[src/rtl/flag_sync_pkg.sv]
// Shared constants for the toggle-flag CDC receiver: mode names, synchronizer depth limits
// and the control FSM state encoding.
package flag_sync_pkg;

  localparam string MODE_PULSE  = "PULSE";
  localparam string MODE_STICKY = "STICKY";

  localparam int unsigned SYNC_STAGES_MIN = 2;
  localparam int unsigned SYNC_STAGES_MAX = 4;

  typedef enum logic {
    ST_BLANK = 1'b0,
    ST_RUN   = 1'b1
  } state_e;

endpackage

[src/rtl/flag_sync_rx_chan.sv]
// One receive channel: toggle synchronizer, edge detect against the last accepted level,
// flag generation (pulse or sticky) and, with FLAG_SYNC_RX_COUNT_EN, a saturating event counter.
module flag_sync_rx_chan #(
  parameter int unsigned SyncStages = 2,
  parameter bit          Sticky     = 1'b0
`ifdef FLAG_SYNC_RX_COUNT_EN
  ,
  parameter int unsigned CntWidth   = 8
`endif
) (
  input  logic                clk_i,
  input  logic                rst_i,
  input  logic                run_i,
  input  logic                toggle_i,
  input  logic                flag_clr_i,
`ifdef FLAG_SYNC_RX_COUNT_EN
  input  logic                cnt_clr_i,
  output logic [CntWidth-1:0] count_o,
`endif
  output logic                ack_o,
  output logic                flag_o
);

  (* ASYNC_REG = "TRUE" *) logic [SyncStages-1:0] sync_q;
  logic [SyncStages-1:0] sync_d;
  logic                  last_q, last_d;
  logic                  flag_q, flag_d;
  logic                  synced;
  logic                  edge_det;
  logic                  accept;

  assign sync_d   = {sync_q[SyncStages-2:0], toggle_i};
  assign synced   = sync_q[SyncStages-1];
  assign edge_det = synced ^ last_q;

  always_comb begin
    last_d = last_q;
    flag_d = flag_q;
    accept = 1'b0;
    if (!run_i) begin
      // Blanking: track the synced level so a toggle held high across reset is not an event.
      last_d = synced;
      flag_d = 1'b0;
    end else if (!Sticky) begin
      last_d = synced;
      flag_d = edge_det;
      accept = edge_det;
    end else if (edge_det && (!flag_q || flag_clr_i)) begin
      last_d = synced;
      flag_d = 1'b1;
      accept = 1'b1;
    end else if (flag_clr_i) begin
      flag_d = 1'b0;
    end
  end

  always_ff @(posedge clk_i) begin
    if (rst_i) begin
      sync_q <= '0;
      last_q <= 1'b0;
      flag_q <= 1'b0;
    end else begin
      sync_q <= sync_d;
      last_q <= last_d;
      flag_q <= flag_d;
    end
  end

  assign ack_o  = last_q;
  assign flag_o = flag_q;

`ifdef FLAG_SYNC_RX_COUNT_EN
  logic [CntWidth-1:0] cnt_q, cnt_d;

  always_comb begin
    cnt_d = cnt_q;
    if (cnt_clr_i) begin
      cnt_d = accept ? CntWidth'(1) : '0;
    end else if (accept && (cnt_q != '1)) begin
      cnt_d = cnt_q + CntWidth'(1);
    end
  end

  always_ff @(posedge clk_i) begin
    if (rst_i) begin
      cnt_q <= '0;
    end else begin
      cnt_q <= cnt_d;
    end
  end

  assign count_o = cnt_q;
`endif

endmodule

[src/rtl/flag_sync_rx_multi.sv]
// Multi-channel toggle-flag CDC receiver: shared post-reset blanking FSM plus NCH channels.
// Define FLAG_SYNC_RX_COUNT_EN to add per-channel saturating event counters.
module flag_sync_rx_multi
  import flag_sync_pkg::*;
#(
  parameter int unsigned NCH         = 4,
  parameter int unsigned SYNC_STAGES = 2,
  parameter string       MODE        = "PULSE",
  parameter int unsigned CNT_WIDTH   = 8
) (
  input  logic                     clk,
  input  logic                     rst,
  input  logic [NCH-1:0]           toggle_in,
  output logic [NCH-1:0]           toggle_ack,
  output logic [NCH-1:0]           flag_out,
  input  logic [NCH-1:0]           flag_clr,
`ifdef FLAG_SYNC_RX_COUNT_EN
  input  logic [NCH-1:0]           cnt_clr,
  output logic [NCH*CNT_WIDTH-1:0] event_count,
`endif
  output logic                     ready
);

  localparam bit          Sticky    = (MODE == MODE_STICKY);
  localparam logic [2:0]  BlankLast = 3'(SYNC_STAGES);

  if (NCH < 1 || NCH > 32) begin : g_bad_nch
    $error("flag_sync_rx_multi: NCH must be 1..32");
  end
  if (SYNC_STAGES < SYNC_STAGES_MIN || SYNC_STAGES > SYNC_STAGES_MAX) begin : g_bad_sync
    $error("flag_sync_rx_multi: SYNC_STAGES must be 2..4");
  end
  if (MODE != MODE_PULSE && MODE != MODE_STICKY) begin : g_bad_mode
    $error("flag_sync_rx_multi: MODE must be PULSE or STICKY");
  end
  if (CNT_WIDTH < 1) begin : g_bad_cnt
    $error("flag_sync_rx_multi: CNT_WIDTH must be at least 1");
  end

  state_e     state_q, state_d;
  logic [2:0] blank_cnt_q, blank_cnt_d;
  logic       ready_q, ready_d;
  logic       run;

  // Stay in BLANK for SYNC_STAGES+1 cycles so every chain has flushed into last.
  always_comb begin
    state_d     = state_q;
    blank_cnt_d = blank_cnt_q;
    unique case (state_q)
      ST_BLANK: begin
        if (blank_cnt_q == BlankLast) begin
          state_d = ST_RUN;
        end else begin
          blank_cnt_d = blank_cnt_q + 3'd1;
        end
      end
      ST_RUN: ;
      default: state_d = ST_BLANK;
    endcase
    ready_d = (state_d == ST_RUN);
  end

  always_ff @(posedge clk) begin
    if (rst) begin
      state_q     <= ST_BLANK;
      blank_cnt_q <= '0;
      ready_q     <= 1'b0;
    end else begin
      state_q     <= state_d;
      blank_cnt_q <= blank_cnt_d;
      ready_q     <= ready_d;
    end
  end

  assign run   = (state_q == ST_RUN);
  assign ready = ready_q;

  for (genvar i = 0; i < NCH; i++) begin : g_chan
    flag_sync_rx_chan #(
      .SyncStages (SYNC_STAGES),
      .Sticky     (Sticky)
`ifdef FLAG_SYNC_RX_COUNT_EN
      ,
      .CntWidth   (CNT_WIDTH)
`endif
    ) u_chan (
      .clk_i      (clk),
      .rst_i      (rst),
      .run_i      (run),
      .toggle_i   (toggle_in[i]),
      .flag_clr_i (flag_clr[i]),
`ifdef FLAG_SYNC_RX_COUNT_EN
      .cnt_clr_i  (cnt_clr[i]),
      .count_o    (event_count[i*CNT_WIDTH +: CNT_WIDTH]),
`endif
      .ack_o      (toggle_ack[i]),
      .flag_o     (flag_out[i])
    );
  end

endmodule
[config.mk]
export PLATFORM = sky130hd
export DESIGN_NAME = flag_sync_rx_multi
export DESIGN_NICKNAME = d
export VERILOG_FILES = /design/src/rtl/flag_sync_pkg.sv /design/src/rtl/flag_sync_rx_chan.sv /design/src/rtl/flag_sync_rx_multi.sv
export SDC_FILE = /design/constraint.sdc
export NUM_CORES = 1
export LEC_CHECK = 0
export BUFFER_PORTS_ARGS = -buffer_cell sky130_fd_sc_hd__buf_2
export CAP_MARGIN = 5
export CORE_AREA = 4 4 41 43
export CTS_BUF_LIST = sky130_fd_sc_hd__clkbuf_2 sky130_fd_sc_hd__clkbuf_4 sky130_fd_sc_hd__clkbuf_8
export CTS_CLUSTER_SIZE = 20
export DETAILED_ROUTE_END_ITERATION = 7
export DIE_AREA = 0 0 45 47
export PLACE_DENSITY = 0.81
export SLEW_MARGIN = 20
export SYNTH_ARGS = -nofsm -noshare
export SYNTH_HDL_FRONTEND = slang
export SYNTH_SLANG_ARGS = --single-unit
[constraint.sdc]
create_clock -name clk -period 3.7 [get_ports clk]
set_input_delay 0 -clock clk [delete_from_list [all_inputs] [get_ports clk]]
set_output_delay 0 -clock clk [all_outputs]
set_load 0.02 [all_outputs]
Yosys cells after proc, flatten, opt, wreduce, memory -nomap -nowiden
Cells that the tools add are included.
- register bits after elaboration: 20
- output and inout bits: 9
- bits of input ports: 10
- multiplexer cells: 2
- $add $sub $neg: 1
- reductions and logical operators: 2
- eq/ne operators: 1
- bitwise operators: 6
- operators by type and width (cell ; number):
    bitwise XOR 1 bit ; 4
    adder 3 x 1 -> 3 bit, second input constant ; 1
    == test 3 x 2 -> 1 bit, second input constant ; 1
    two-way mux 1 bit ; 2
    inverter 1 bit ; 2
    AND reduction 2 bit ; 1
    OR reduction 2 bit ; 1

Longest topological paths before layout
Gate-level depths: netlist of run 1.
- word-level depth: 3
- gate-level depth with buffers: 4
- mapped depth without buffers: 4

By module
Synthesis of run 1 repeated with hierarchy kept, for this count alone.
- cells, all modules: 55
- area total of the unflattened synthesis: 656.9 µm²
- modules (own cells, without submodules) (module ; cells an instance ; area an instance (µm²) ; times used):
    flag_sync_rx_chan ; 9 ; 120.1 ; 4
    flag_sync_rx_multi ; 19 ; 176.4 ; 1

Least setup slack after synthesis of run 1
Ideal clock, no wire load.
- path type: register to register
- start point: register blank_cnt_q[0]
- end point: register blank_cnt_q[0]
- clock period less this slack: 1.274 ns
- stages on the path, launching flop included: 5
- required time: 3.579 ns
- buffers on the path: 0
- data arrival time: 1.153 ns
- slack: 2.426 ns
- path through: dfxtp_1 inv_1 ha_1 a21oi_1 mux2_2
- word-level cells in the longest chain between the ends: 3
- elaborated cells on any way between the ends: 4
- those cells by class: 1 x add/sub; 1 x eq/ne; 1 x bitwise; 1 x reduce/logical
- ends and longest elaborated chain (item ; line ; source):
    start, declared ; flag_sync_rx_multi.sv:41 ; logic [2:0] blank_cnt_q, blank_cnt_d;
    start signal, assigned ; flag_sync_rx_multi.sv:70 ; blank_cnt_q <= blank_cnt_d;
    branches (longest 3 deep; another with adder 3 x 1 -> 3 bit) ; -- ;
Several ways; the timed one is not identified.
A chain may end at the register's enable or synchronous reset.

Worst setup path in the final report of run 1
- start point: register blank_cnt_q[0]
- end point: register blank_cnt_q[1]
The elaborated chain is that of the path after synthesis.

==> flow_metrics.py, run 1 <==
metrics = {
    "run_status": {
        "outcome": "complete, no violations",
    },
    "global_routing": {
        "grt_usage_pct": 10.55,
        "antenna_found_initial": 0,
        "grt.overflow.total": 0,
        "grt_pass1_vias": 368,
        "grt_pass1_wl_mm": 1.531,
        "grt_max_degree": 20,
    },
    "detailed_routing": {
        "drt_iter0_drc": 2,
        "wl_per_cell_um": 9.096,
        "drt-vias-per-instance": 4.415,
        "num_vias": 415,
        "drt_pass1_iterations": 2,
        "ant_nets": 0,
        "drc": 0,
        "wl_um": 855,
    },
    "sta": {
        "post-route-period-util_pct": 37.33,
        "rsz0062_at_grt": "false",
        "max_clock_freq_mhz": 724.0,
        "finalClockSkew_ps": 4.148,
        "min_period_ps": 1381,
        "setup_ws_ps": 2319,
        "maxSlewHeadroom_pct": 79.57,
        "tns_ps": 0,
        "setup_viol": 0,
        "finalHoldViolCount": 0,
        "tightest_slew_ps": 306.4,
        "slew_viol_final": 0,
    },
    "finish": {
        "layout-drive-gt1-share_pct": 27.85,
        "ff_latch_area_um2": 400.4,
        "final_cell_mix": "dfxtp_1, buf_2, nor2b_1, nor2_1",
        "fillers": 107,
        "fin_util_pct": 63.27,
        "antennaDiodeCount": 0,
        "final_cells": 94,
        "multi_input_area_um2": 230.2,
        "layout_commonest_cell": "dfxtp_1",
        "syn2layout_area_growth_pct": 15.64,
        "final_net_count": 92,
        "final_design_area_no_fill_um2": 823.3,
    },
    "clocking": {
        "cts_tree": "yes",
        "cts_resized": 0,
        "cts_buffers": 3,
        "cts_root_buf": "clkbuf_4",
        "clk_path_buf_depth": 2,
        "clock_latency_ps": 290,
        "cts.sinks": 20,
        "post_cts_buffers": 0,
        "htreeDepth": 1,
        "ctsHoldBuffers": 4,
        "clk_pin_slew_ps": 100,
    },
    "critical_path": {
        "start_kind": "flip-flop",
        "cp_data_required_time_ps": 3890,
        "critPathCaptureType": "flip-flop",
        "path_class": "flip-flop to flip-flop",
        "crit_fanout": 3,
        "crit_slowest_cell": "dfxtp_1",
        "cp_data_arrival_time_ps": 1570,
        "crit_family": "flip-flops",
        "slowest_delay_ps": 370,
        "crit_buf_inv": 1,
        "path_cells": "inv_1, ha_1, a21oi_1, mux2_2",
    },
    "synth": {
        "synth_cell_types": 14,
        "avgSynthCellArea_um2": 10.63,
        "syn_inst": 67,
        "synthesis.area_um2": 711.9,
        "yosysWarnings": 0,
        "synth_seq_cells": 20,
        "ys_seq_area_share_pct": 56.24,
        "synth_fp_nets": 79,
    },
    "floorplanning": {
        "io_pins": 19,
        "dieArea_mm2": 0.002115,
        "start_util_pct": 54.71,
        "fp.dieW_um": 45,
        "rows": 13,
        "die_h_um": 47,
        "core_mm2": 0.001301,
    },
    "place": {
        "gp_congestion": 0.6694,
        "io_buffers": 14,
        "place_ws_ps": 2338,
        "placed_cell_area_um2": 730.7,
        "placed_cells": 86,
    },
    "flow_run": {
        "maxCapViolCount": 0,
    },
    "power": {
        "leakagePower_nw": 0.3608,
        "power_density_mw_per_mm2": 605.3,
        "ir_worst_vdd_mv": 0.3818,
    },
    "hold_path": {
        "min_path_type": "primary input to flip-flop",
    },
}
## Yosys cell counts
library cell / count / area (um^2)
nor2b_1: 13 / 81.33
o21ai_0: 1 / 5.000
inv_1: 3 / 11.26
nand2b_1: 1 / 6.260
or4_4: 1 / 11.26
nor2_1: 8 / 30.03
a21oi_1: 1 / 5.000
dfxtp_1: 20 / 400.4
mux2_2: 2 / 22.52
buf_2: 2 / 10.01
a21oi_2: 1 / 8.760
ha_1: 2 / 25.02
xnor2_1: 4 / 35.03
buf_4: 8 / 60.06
## kinds of logic (layout without fill, tap and decap cells)
logic type	after synthesis	in the layout	share of synthesized area, %
AND/OR/NAND/NOR	23	23	18.10
flip-flops	20	20	56.24
buffers and inverters	13	25	11.42
XOR/XNOR	4	4	4.920
AO/OA/AOI/OAI	3	3	2.635
adder cells (fa/ha/maj)	2	2	3.514
multiplexers	2	2	3.163
## final cells by class
| type | count | area share, % |
|---|---|---|
| inverter | 3 | 1.368 |
| tap | 15 | 2.280 |
| sequential | 20 | 48.63 |
| multi-input combinational | 34 | 27.96 |
| clock inverter | 1 | 3.647 |
| timing repair buffer | 18 | 13.37 |
| clock buffer | 3 | 2.736 |
## final timing paths
check | cells past startpoint | end | slack (ps) | startpoint
hold reg to reg | 1 | g_chan[1].u_chan.sync_q[1]$_SDFF_PP0_ | 450 | g_chan[1].u_chan.sync_q[0]$_SDFF_PP0_
setup / recovery | 4 | blank_cnt_q[1]$_SDFFE_PP0P_ | 2320 | blank_cnt_q[0]$_SDFFE_PP0P_
hold / removal | 2 | blank_cnt_q[2]$_SDFFE_PP0P_ | 60 | rst
setup reg to reg | 4 | blank_cnt_q[1]$_SDFFE_PP0P_ | 2320 | blank_cnt_q[0]$_SDFFE_PP0P_
## per-stage QoR
| step | hold WS [ps] | total power [mW] |
|---|---|---|
| after detailed placement | 219.5 | 0.3277 |
| final | 62.77 | 0.4984 |
| after global routing | 57.88 | 0.5274 |
| after global placement | 208.7 | 0.3242 |
| after floorplan | 128.2 | 0.3141 |
| after CTS | 52.96 | 0.5056 |
## report_power, final
group          internal, mW  switching (mW)
Combinational        0.0382          0.0371
Sequential            0.236          0.0144
Clock                 0.109          0.0631
Total                 0.384           0.115
## state kept, by name (all words and copies together) (netlist names)
register              cells
g_chan.u_chan.flag_o      4
g_chan.u_chan.ack_o       4
ready                     1
blank_cnt_q               3
g_chan.u_chan.sync_q      8
## per-layer routing
metal,global-route usage [%],vias up,wire length (um)
met5,0,-,0
met4,10.53,0,19
met3,2.299,4,84
met2,15.25,15,361
met1,12.71,177,389
li1,-,219,-
(Power assumes the default switching activity.)
==> run 2: changes to the inputs <==
- CORE_AREA: 4 4 41 43 -> unset
- CORE_MARGIN: unset -> 4
- CORE_UTILIZATION: unset -> 47
- DIE_AREA: 0 0 45 47 -> unset
- PLACE_DENSITY: 0.81 -> 0.75
- clock period: 3.7 -> 1.2 ns (I/O delays scaled with it)
==> flow_metrics.py, run 2 (synthesis results as in run 1) <==
metrics = {
    "detailed_routing": {
        "drt_iter0_drc": 3,
        "drt_pass1_iterations": 3,
        "wl_per_cell_um": 8.358,
        "num_vias": 421,
        "wl_um": 794,
        "drt-vias-per-instance": 4.432,
        "ant_nets": 0,
        "drc": 0,
    },
    "floorplanning": {
        "core_mm2": 0.001366,
        "die_h_um": 46.92,
        "rows": 13,
        "start_util_pct": 52.11,
        "io_pins": 19,
        "fp.dieW_um": 46.92,
        "dieArea_mm2": 0.002201,
    },
    "clocking": {
        "cts.sinks": 20,
        "clock_latency_ps": 290,
        "htreeDepth": 1,
        "cts_tree": "yes",
        "clk_path_buf_depth": 2,
        "cts_root_buf": "clkbuf_4",
        "clk_pin_slew_ps": 100,
        "cts_buffers": 3,
    },
    "sta": {
        "finalClockSkew_ps": 3.460,
        "holdWs_ps": 58.32,
        "rsz0062_at_grt": "true",
        "min_period_ps": 1228,
        "setup_ws_ps": -27.87,
        "tns_ps": -50.51,
        "finalHoldViolCount": 0,
        "tightest_slew_ps": 305.1,
        "slew_viol_final": 0,
        "post-route-period-util_pct": 102.3,
        "setup_viol": 3,
        "maxSlewHeadroom_pct": 79.66,
        "max_clock_freq_mhz": 814.4,
    },
    "place": {
        "dp_hpwl_um": 588.3,
        "place_ws_ps": -35.26,
        "placed_cells": 86,
        "io_buffers": 14,
        "gp_congestion": 0.6321,
    },
    "critical_path": {
        "cp_data_arrival_time_ps": 1460,
        "cp_data_required_time_ps": 1440,
        "crit_family": "simple AND/OR/NAND/NOR gates",
        "crit_buf_inv": 1,
        "crit_fanout": 3,
        "start_kind": "flip-flop",
        "path_cells": "inv_2, ha_4, or4_4, a21oi_2",
        "crit_slowest_cell": "or4_4",
        "critPathCaptureType": "flip-flop",
        "slowest_delay_ps": 500,
        "path_class": "flip-flop to flip-flop",
    },
    "run_status": {
        "violations": "negative setup slack",
        "outcome": "finished with violations",
    },
    "flow_run": {
        "maxCapViolCount": 0,
    },
    "finish": {
        "antennaDiodeCount": 0,
        "largest_reg_flops": 8,
        "final_net_count": 93,
        "final_cell_mix": "dfxtp_1, buf_2, nor2b_1, nor2_1",
        "final_cells": 95,
        "syn2layout_area_growth_pct": 17.40,
        "layout-drive-gt1-share_pct": 36.25,
        "layout_commonest_cell": "dfxtp_1",
        "largest-register": "g_chan.u_chan.sync_q",
    },
    "power": {
        "ir_worst_vdd_mv": 0.8922,
        "power_density_mw_per_mm2": 1716,
        "finalPower_mw": 1.435,
        "leakagePower_nw": 0.3569,
    },
    "global_routing": {
        "grt_max_degree": 20,
        "antenna_found_initial": 0,
        "grt_pass1_vias": 386,
        "grt_pass1_wl_mm": 1.469,
        "grt.overflow.total": 0,
        "grt_usage_pct": 10.03,
    },
    "hold_path": {
        "min_path_type": "primary input to flip-flop",
    },
}
[run 2: worst register-to-register path: stages, from the launching register on]
cell and delay [ps]:
dfxtp_2 360, inv_2 50, ha_4 150, or4_4 500, a21oi_2 110
[run 2: path summary, 6_finish.rpt]
path         slack [ps]                                  start  cells past startpoint                                    end
max                 -30            blank_cnt_q[0]$_SDFFE_PP0P_                      4            blank_cnt_q[2]$_SDFFE_PP0P_
min                  60                                    rst                      2                       ready$_SDFF_PP0_
max reg2reg         -30            blank_cnt_q[0]$_SDFFE_PP0P_                      4            blank_cnt_q[2]$_SDFFE_PP0P_
min reg2reg         440  g_chan[1].u_chan.sync_q[0]$_SDFF_PP0_                      1  g_chan[1].u_chan.sync_q[1]$_SDFF_PP0_
[run 2: power breakdown]
group	total, mW	leakage [nW]	switching (mW)	internal (mW)
Combinational	0.280	0.171	0.127	0.153
Clock	0.368	0.0210	0.183	0.185
Sequential	0.786	0.164	0.0522	0.734
[run 2: routing by layer]
metal / share of wire, % / vias up / GRT usage, %
met3: 12 / 2 / 6.897
met5: 0 / - / 0
met4: 1.3 / 0 / 4.972
met2: 45 / 15 / 16.26
met1: 41 / 181 / 9.647
li1: - / 223 / -
[run 2: layout make-up]
type,count,area [um^2]
clock buffer,4,36.28
fill,126,530.5
inverter,3,11.26
multi-input combinational,34,249.0
sequential,20,402.9
tap,15,18.77
timing repair buffer,19,117.6
[run 2: stage by stage]
stage,cell area (um^2),utilization (%)
2_1_floorplan,730.7,-
3_3_place_gp,749.5,54.85
3_5_place_dp,749.5,54.85
4_1_cts,835.8,61.17
5_1_grt,835.8,61.17
6_report,835.8,61.17
[run 2: repair_timing]
item	in CTS	in global routing
pin swaps	4	0
resized for setup	1	0
setup endpoints to repair	3	3
buffers inserted	1	0
hold buffers	4	0
endpoints found under the hold margin	4	0
==> run 3: changes to the inputs <==
- ABC_AREA: unset -> 1
==> flow_metrics.py, run 3 <==
metrics = {
    "finish": {
        "antennaDiodeCount": 0,
        "fin_util_pct": 57.31,
        "final_cells": 116,
        "final_cell_mix": "nor2_1, dfxtp_1, inv_1, buf_2, nand2_1",
        "syn2layout_area_growth_pct": 15.59,
        "layout-drive-gt1-share_pct": 22.00,
        "final_net_count": 113,
        "largest_reg_flops": 8,
        "largest-register": "g_chan.u_chan.sync_q",
        "final_design_area_no_fill_um2": 853.3,
    },
    "synth": {
        "yosysWarnings": 0,
        "synth_cell_types": 12,
        "synthArstFlopShare_pct": 0,
        "synth_seq_cells": 20,
        "synth_fp_nets": 99,
        "synth_largest_area_cell": "dfxtp_1",
        "syn_inst": 87,
        "synth_edf_count": 0,
        "synth_common_cells": "dfxtp_1, nor2_1, inv_1, buf_4, nand2_1",
        "synth_area_leaders": "dfxtp_1, nor2_1, buf_4, inv_1, xnor2_1",
        "ys_seq_area_share_pct": 54.24,
        "synth-main-ff-cell": "dfxtp_1",
        "synthesis.area_um2": 738.2,
        "avgSynthCellArea_um2": 8.485,
        "synth_top_area_share_pct": 54.24,
    },
    "global_routing": {
        "grt.overflow.total": 0,
        "grt_max_degree": 15,
        "grt_pass1_vias": 358,
        "grt_pass1_wl_mm": 1.469,
        "grt_usage_pct": 9.462,
        "antenna_found_initial": 0,
    },
    "sta": {
        "slew_viol_final": 0,
        "rsz0062_at_grt": "false",
        "min_period_ps": 1078,
        "finalClockSkew_ps": 5.684,
        "maxSlewHeadroom_pct": 84.01,
        "finalHoldViolCount": 0,
        "tns_ps": 0,
        "tightest_slew_ps": 239.8,
        "holdWs_ps": 25.16,
        "setup_viol": 0,
        "post-route-period-util_pct": 89.80,
        "max_clock_freq_mhz": 928.0,
        "setup_ws_ps": 122.4,
    },
    "hold_path": {
        "min_path_type": "primary input to flip-flop",
    },
    "clocking": {
        "htreeDepth": 1,
        "clk_path_buf_depth": 2,
        "ctsHoldBuffers": 4,
        "post_cts_buffers": 0,
        "cts_buffers": 3,
        "cts_root_buf": "clkbuf_4",
        "clk_pin_slew_ps": 110,
        "cts_tree": "yes",
        "cts_resized": 0,
        "clock_latency_ps": 290,
        "cts.sinks": 20,
    },
    "place": {
        "placed_cell_area_um2": 760.7,
        "place_ws_ps": 143.6,
        "placed_cells": 108,
        "gp_congestion": 0.6303,
        "dp_hpwl_um": 635,
        "io_buffers": 14,
    },
    "floorplanning": {
        "fp.dieW_um": 47.63,
        "start_util_pct": 49.58,
        "io_pins": 19,
        "rows": 14,
        "core_mm2": 0.001489,
        "die_h_um": 47.63,
        "dieArea_mm2": 0.002269,
    },
    "critical_path": {
        "cp_data_arrival_time_ps": 1270,
        "path_class": "flip-flop to flip-flop",
        "cp_data_required_time_ps": 1400,
        "crit_fanout": 6,
        "start_kind": "flip-flop",
        "critPathCaptureType": "flip-flop",
    },
    "detailed_routing": {
        "ant_nets": 0,
        "drt-vias-per-instance": 4.216,
        "drt_iter0_drc": 5,
        "drt_pass1_iterations": 3,
        "drc": 0,
        "wl_um": 893,
        "wl_per_cell_um": 7.698,
        "num_vias": 489,
    },
    "flow_run": {
        "maxCapViolCount": 0,
    },
    "run_status": {
        "outcome": "complete, no violations",
    },
    "power": {
        "power_density_mw_per_mm2": 1973,
        "ir_worst_vdd_mv": 1.114,
        "leakagePower_nw": 0.4252,
        "finalPower_mw": 1.684,
    },
}
-- run 3: cell count changes after synthesis, moves of 2 or more --
cell     delta
nor2b_1    -13
nand2_1     +8
nand3_1     +2
nor2_1     +12
mux2_2      -2
inv_2       +3
buf_2       -2
a21oi_1     +2
inv_1      +11
-- run 3: report_power, final --
part / leakage [nW] / internal [mW] / switching [mW]
sequential: 0.164 / 0.741 / 0.0541
combinational: 0.233 / 0.148 / 0.207
clock: 0.0279 / 0.337 / 0.196
total: 0.425 / 1.23 / 0.457
-- run 3: worst paths after layout --
| check | start | cells after the start | to | slack [ps] |
|---|---|---|---|---|
| setup / recovery | blank_cnt_q[0]$_SDFFE_PP0P_ | 6 | blank_cnt_q[2]$_SDFFE_PP0P_ | 120 |
| hold / removal | rst | 2 | g_chan[3].u_chan.sync_q[0]$_SDFF_PP0_ | 30 |
| setup reg to reg | blank_cnt_q[0]$_SDFFE_PP0P_ | 6 | blank_cnt_q[2]$_SDFFE_PP0P_ | 120 |
| hold reg to reg | g_chan[1].u_chan.sync_q[0]$_SDFF_PP0_ | 2 | g_chan[1].u_chan.sync_q[1]$_SDFF_PP0_ | 410 |
-- run 3: logic make-up after synthesis --
group | count (synthesis) | share of synthesized area, %
buffers and inverters | 26 | 17.80
AND/OR/NAND/NOR | 31 | 17.12
flip-flops | 20 | 54.24
AO/OA/AOI/OAI | 4 | 2.711
XOR/XNOR | 4 | 4.745
adder cells (fa/ha/maj) | 2 | 3.389
-- run 3: final cells by class --
| class | instances | area [um^2] |
|---|---|---|
| clock buffer | 3 | 22.52 |
| clock inverter | 1 | 30.03 |
| fill | 131 | 635.6 |
| inverter | 17 | 63.81 |
| multi-input combinational | 41 | 206.4 |
| sequential | 20 | 400.4 |
| tap | 16 | 20.02 |
| timing repair buffer | 18 | 110.1 |
-- run 3: critical path: stages (launching register included) --
cell,delay [ps]
dfxtp_1,390
inv_1,60
ha_1,240
nand2_4,110
nand2_1,50
nor2_1,90
nor2_1,40
-- run 3: routing by layer --
metal / routed length, um / up-vias / track usage [%]
li1: - / 270 / -
met1: 401 / 201 / 11.52
met2: 391 / 14 / 14.71
met3: 74 / 4 / 3.383
met4: 25 / 0 / 4.839
met5: 0 / - / 0
